===== src/rtl/fu_result_broadcaster.sv =====
// ============================================================================
// Module : fu_result_broadcaster
// Queues ALU/LS results and drives one registered ROB broadcast per cycle.
// Rev    : 1.0
// ============================================================================
`default_nettype none

`ifndef ROB_IDX_SIZE
`define ROB_IDX_SIZE 6
`endif
`ifndef GPR_SIZE
`define GPR_SIZE 64
`endif

module fu_result_broadcaster #(
    parameter int FIFO_DEPTH = 4,
    parameter int FIFO_IDX   = 2
) (
    input  logic                     in_clk,
    input  logic                     in_rst_n,
    input  logic                     in_flush,
    input  logic                     in_fu_alu_valid,
    input  logic [`ROB_IDX_SIZE-1:0] in_fu_alu_rob_index,
    input  logic [`GPR_SIZE-1:0]     in_fu_alu_value,
    input  logic                     in_fu_alu_set_nzcv,
    input  logic [3:0]               in_fu_alu_nzcv,
    output logic                     out_fu_alu_ready,
    input  logic                     in_fu_ls_valid,
    input  logic [`ROB_IDX_SIZE-1:0] in_fu_ls_rob_index,
    input  logic [`GPR_SIZE-1:0]     in_fu_ls_value,
    output logic                     out_fu_ls_ready,
    output logic                     out_rob_broadcast_done,
    output logic [`ROB_IDX_SIZE-1:0] out_rob_broadcast_index,
    output logic [`GPR_SIZE-1:0]     out_rob_broadcast_value,
    output logic                     out_rob_broadcast_set_nzcv,
    output logic [3:0]               out_rob_broadcast_nzcv
);

    localparam int ENTRY_W = `ROB_IDX_SIZE + `GPR_SIZE + 5;
    localparam int IDX_LSB = `GPR_SIZE + 5;
    localparam logic [FIFO_IDX:0]   C_READY_MAX = (FIFO_IDX + 1)'(FIFO_DEPTH - 2);
    localparam logic [FIFO_IDX:0]   C_CNT_ONE   = (FIFO_IDX + 1)'(1);
    localparam logic [FIFO_IDX-1:0] C_PTR_ONE   = FIFO_IDX'(1);

    logic [ENTRY_W-1:0]  r_mem [FIFO_DEPTH];
    logic [FIFO_IDX-1:0] r_rd_ptr;
    logic [FIFO_IDX-1:0] r_wr_ptr;
    logic [FIFO_IDX:0]   r_count;

    logic                w_ready;
    logic                w_alu_acc;
    logic                w_ls_acc;
    logic [ENTRY_W-1:0]  w_alu_entry;
    logic [ENTRY_W-1:0]  w_ls_entry;
    logic [ENTRY_W-1:0]  w_out_entry;
    logic                w_out_valid;
    logic                w_pop;
    logic                w_push0_valid;
    logic                w_push1_valid;
    logic [ENTRY_W-1:0]  w_push0;
    logic [ENTRY_W-1:0]  w_push1;
    logic [FIFO_IDX-1:0] w_wr_ptr_p1;
    logic [FIFO_IDX-1:0] w_wr_ptr_next;
    logic [FIFO_IDX-1:0] w_rd_ptr_next;
    logic [FIFO_IDX:0]   w_count_next;

    // Ready depends only on registered occupancy, leaving room for two pushes.
    assign w_ready          = (r_count <= C_READY_MAX);
    assign out_fu_alu_ready = w_ready;
    assign out_fu_ls_ready  = w_ready;

    assign w_alu_acc   = in_fu_alu_valid & w_ready;
    assign w_ls_acc    = in_fu_ls_valid & w_ready;
    assign w_alu_entry = {in_fu_alu_rob_index, in_fu_alu_value, in_fu_alu_set_nzcv, in_fu_alu_nzcv};
    assign w_ls_entry  = {in_fu_ls_rob_index, in_fu_ls_value, 1'b0, 4'b0000};
    assign w_wr_ptr_p1 = r_wr_ptr + C_PTR_ONE;

    // Oldest candidate goes to the output register; the rest enter the queue in order.
    always_comb begin
        w_out_valid   = 1'b0;
        w_out_entry   = w_alu_entry;
        w_pop         = 1'b0;
        w_push0_valid = 1'b0;
        w_push0       = w_alu_entry;
        w_push1_valid = 1'b0;
        w_push1       = w_ls_entry;
        if (r_count != '0) begin
            w_out_valid   = 1'b1;
            w_out_entry   = r_mem[r_rd_ptr];
            w_pop         = 1'b1;
            w_push0_valid = w_alu_acc | w_ls_acc;
            w_push0       = w_alu_acc ? w_alu_entry : w_ls_entry;
            w_push1_valid = w_alu_acc & w_ls_acc;
        end else if (w_alu_acc) begin
            w_out_valid   = 1'b1;
            w_out_entry   = w_alu_entry;
            w_push0_valid = w_ls_acc;
            w_push0       = w_ls_entry;
        end else if (w_ls_acc) begin
            w_out_valid   = 1'b1;
            w_out_entry   = w_ls_entry;
        end
    end

    always_comb begin
        w_wr_ptr_next = r_wr_ptr;
        if (w_push1_valid) begin
            w_wr_ptr_next = w_wr_ptr_p1 + C_PTR_ONE;
        end else if (w_push0_valid) begin
            w_wr_ptr_next = w_wr_ptr_p1;
        end
        w_rd_ptr_next = w_pop ? (r_rd_ptr + C_PTR_ONE) : r_rd_ptr;
        w_count_next  = r_count;
        if (w_push0_valid) w_count_next = w_count_next + C_CNT_ONE;
        if (w_push1_valid) w_count_next = w_count_next + C_CNT_ONE;
        if (w_pop)         w_count_next = w_count_next - C_CNT_ONE;
    end

    always_ff @(posedge in_clk or negedge in_rst_n) begin
        if (!in_rst_n) begin
            r_rd_ptr <= '0;
            r_wr_ptr <= '0;
            r_count  <= '0;
        end else if (in_flush) begin
            r_rd_ptr <= '0;
            r_wr_ptr <= '0;
            r_count  <= '0;
        end else begin
            r_rd_ptr <= w_rd_ptr_next;
            r_wr_ptr <= w_wr_ptr_next;
            r_count  <= w_count_next;
        end
    end

    // Storage needs no reset: occupancy alone decides which slots are live.
    always_ff @(posedge in_clk) begin
        if (in_rst_n && !in_flush) begin
            if (w_push0_valid) r_mem[r_wr_ptr]    <= w_push0;
            if (w_push1_valid) r_mem[w_wr_ptr_p1] <= w_push1;
        end
    end

    always_ff @(posedge in_clk or negedge in_rst_n) begin
        if (!in_rst_n) begin
            out_rob_broadcast_done     <= 1'b0;
            out_rob_broadcast_index    <= '0;
            out_rob_broadcast_value    <= '0;
            out_rob_broadcast_set_nzcv <= 1'b0;
            out_rob_broadcast_nzcv     <= 4'b0000;
        end else if (in_flush) begin
            out_rob_broadcast_done     <= 1'b0;
        end else begin
            out_rob_broadcast_done     <= w_out_valid;
            if (w_out_valid) begin
                {out_rob_broadcast_index, out_rob_broadcast_value,
                 out_rob_broadcast_set_nzcv, out_rob_broadcast_nzcv} <= w_out_entry;
            end
        end
    end

`ifndef SYNTHESIS
    a_no_overflow_push: assert property (@(posedge in_clk) disable iff (!in_rst_n)
        (!in_flush && w_push0_valid) |-> (r_count <= C_READY_MAX));
    a_no_x_alu_index: assert property (@(posedge in_clk) disable iff (!in_rst_n)
        (!in_flush && w_alu_acc) |-> !$isunknown(in_fu_alu_rob_index));
    a_no_x_ls_index: assert property (@(posedge in_clk) disable iff (!in_rst_n)
        (!in_flush && w_ls_acc) |-> !$isunknown(in_fu_ls_rob_index));
    a_no_x_pop_index: assert property (@(posedge in_clk) disable iff (!in_rst_n)
        (!in_flush && w_pop) |-> !$isunknown(r_mem[r_rd_ptr][ENTRY_W-1:IDX_LSB]));
`endif

endmodule

`default_nettype wire

===== config.mk =====
export PLATFORM = sky130hd
export DESIGN_NAME = fu_result_broadcaster
export DESIGN_NICKNAME = d
export VERILOG_FILES = /design/src/rtl/fu_result_broadcaster.sv
export SDC_FILE = /design/constraint.sdc
export NUM_CORES = 1
export LEC_CHECK = 0
export ABC_AREA = 1
export CAP_MARGIN = 20
export CORE_MARGIN = 3
export CORE_UTILIZATION = 50
export DETAILED_ROUTE_END_ITERATION = 16
export PLACE_DENSITY = 0.72
export SLEW_MARGIN = 25
export SYNTH_ARGS = -nofsm -noshare
export SYNTH_HDL_FRONTEND = slang
export SYNTH_SLANG_ARGS = --single-unit

===== constraint.sdc =====
create_clock -name in_clk -period 4.2 [get_ports in_clk]
set_input_delay 1.26 -clock in_clk [delete_from_list [all_inputs] [get_ports in_clk]]
set_output_delay 1.26 -clock in_clk [all_outputs]
set_load 0.02 [all_outputs]

==> results.toml <==
[global_routing]
grt_pass1_wl_um = 113000
grt_pass1_vias = 20300
grt_overflow = 0
antenna_found_initial = 1
grt_max_degree = 108
grt.total_usage_pct = 31.9

[floorplan]
io_pins = 228
std_cell_rows = 74
die_area_mm2 = 0.0451
initial_core_util_pct = 51.4
core_area_mm2 = 0.0414
die_h_um = 212
die_x_um = 212

[min_path]
hp-class = "reg -> reg"

[detailed_routing]
drtIter0Drc = 2275
viasPerCell = 5.94
top_layer = "met5"
wl_per_cell_um = 21.1
wl_met3_um = 8290
met1Wirelength_um = 27100
firstDrtPassIters = 6
post-route-drc-count = 0
vias = 20500
routed_wl_um = 72800
ant_nets = 0
wl_met2_um = 35200

[sta]
rsz0062_at_grt = "false"
min_period_ns = 3.44
fin_worst_skew_ns = 0.0135
drv_slew = 0
setup_viol = 0
setup_slack_ns = 0.761
finalHoldViolations = 0
fmax_mhz = 291
holdWs_ns = 0.481
fin_crit_sh_pct = 81.9
worst_pin_slew_ns = 0.974
slew_headroom_pct = 35.1
finalSetupTns_ns = 0

[layout]
drive_above_1_share_pct = 5.45
final_cell_mix = "nand2_1 (998), nor2_1 (354), edfxtp_1 (280)"
diodes = 0
final_common_cell = "nand2_1"
finalInstanceArea_mm2 = 0.0255
layout.nets = 3044
fillers = 3524
syn2layout_area_growth_pct = 20.1

[clock_tree]
ctsResizeCount = 0
cts_root_buf = "clkbuf_16"
htree_levels = 2
clock-sinks = 383
clk_latency_ns = 0.55
cts_tree = "built"
cts_setup_buffers = 0
clk_pin_slew_ns = 0.06
cts_hold_buf = 0
numCtsBuffers = 44
clock_path_buffers = 3

[synth]
yosys_warnings = 0
syn_area_mm2 = 0.0213
synth_cell_type_count = 29
avgSynthCellArea_um2 = 7.69
ys_seq_area_share_pct = 51.2
syn-instance-count = 2766
synth_nets = 2926
netlist_top_cells_area = "edfxtp_1 (40%), nand2_1 (18%), dfrtp_1 (9.8%)"
netlist.top_cell.by_area = "edfxtp_1"
synthDominantCellAreaShare_pct = 39.5
synth_seq_cells = 383

[power]
powerDensity_mw_per_mm2 = 678
leakage_uw = 0.0103
vdd_drop_max_v = 0.000438

[placement]
placed_area_mm2 = 0.0240
io_buffers = 227
post-place-ws_ns = 0.472
place.gp.congestion = 0.842
place_hpwl_um = 39900

[critical_path]
crit_type = "reg -> out"
crit_top_cell = "inv_1"
arrival_ns = 2.18
path_max_fanout = 4
cp-start-kind = "flip-flop"
max_stage_delay_ns = 0.60
end_kind = "primary output"
cp_slowest_cell = "clkdlybuf4s50_1"
critPathRequiredTime_ns = 2.94
crit_chain = "inv_1 -> ha_1 -> inv_1 -> nand2_2 -> nand2_1 -> inv_1 -> clkdlybuf4s50_1"

[run]
maxCapViolCount = 0

[run_status]
outcome = "complete, no violations"
==> critical path, delay by kind of cell (launching register included) <==
kind                       cells  cell delay (ns)
adders and majority gates      1             0.16
buffers and inverters          4             0.86
DFF                            1             0.40
and+or+nand+nor                2             0.20
==> cell usage after synthesis (all sizes together) <==
cell and count:
nand2 1007, o21ai 483, nor2 358, edfxtp 280, buf 125, a21oi 116, nand3 96, dfrtp 83
clkbuf 81, inv 55, o21a 46, dfxtp 20, ha 10, nand4 3, and2 2, a31oi 1
==> registers in the layout, indices dropped and copies added (netlist names) <==
name and cells:
out_rob_broadcast_set_nzcv 1, r_wr_ptr 2, out_rob_broadcast_index 6, out_rob_broadcast_nzcv 4
r_mem 300, out_rob_broadcast_value 64, r_rd_ptr 2, out_rob_broadcast_done 1
r_count 3
==> routing by layer <==
layer  global-route usage (%)  vias to the layer above
li1                         -                     9390
met1                     40.4                     9579
met2                     54.2                     1337
met3                     6.11                      175
met4                     13.1                        2
met5                        0                        -
==> cell type report <==
| cell class | instances | area (µm²) | share of cell area (%) |
|---|---|---|---|
| multi-input combinational | 2122 | 9320 | 36.5 |
| sequential | 383 | 10900 | 42.7 |
| tap | 532 | 666 | 2.61 |
| clock inverter | 21 | 337 | 1.32 |
| clock buffer | 59 | 1220 | 4.77 |
| inverter | 55 | 218 | 0.853 |
| timing repair buffer | 278 | 2890 | 11.3 |
==> through the flow <==
stage | total power, µW | util [%] | std cells
3_3_place_gp | 12800 | 57.9 | 3370
2_1_floorplan | 10300 | - | 2766
3_5_place_dp | 13000 | 57.9 | 3370
5_1_grt | 18300 | 61.7 | 3450
4_1_cts | 17200 | 61.7 | 3450
6_report | 17300 | 61.7 | 3450
==> path summary, 6_finish.rpt <==
| path | start | end | slack [ns] | cells past startpoint |
|---|---|---|---|---|
| max | r_count[0] | out_fu_ls_ready | 0.76 | 7 |
| min | out_rob_broadcast_value[54] | out_rob_broadcast_value[54] | 0.48 | 2 |
| max reg2reg | r_count[0] | r_count[2] | 1.15 | 18 |
| min reg2reg | out_rob_broadcast_value[54] | out_rob_broadcast_value[54] | 0.48 | 2 |
| max in group asynchronous | in_rst_n | r_rd_ptr[1] | 2.19 | 3 |
| min in group asynchronous | in_rst_n | out_rob_broadcast_value[27] | 0.82 | 2 |
==> kinds of logic (layout without fill, tap and decap cells) <==
group / Yosys count / after routing / share of synthesized area [%]
AO/OA/AOI/OAI: 646 / 646 / 15.8
flip-flops: 383 / 383 / 51.2
AND/OR/NAND/NOR: 1466 / 1466 / 27.1
buffers and inverters: 261 / 413 / 5.42
adder cells (fa/ha/maj): 10 / 10 / 0.588
==> where the power goes <==
group	internal, µW	total (µW)	switching, µW
Clock	2590	4190	1600
Combinational	2570	7810	5240
Sequential	4800	5290	490
Total	9960	17300	7340
No activity file was read; power rests on OpenSTA's default activity.
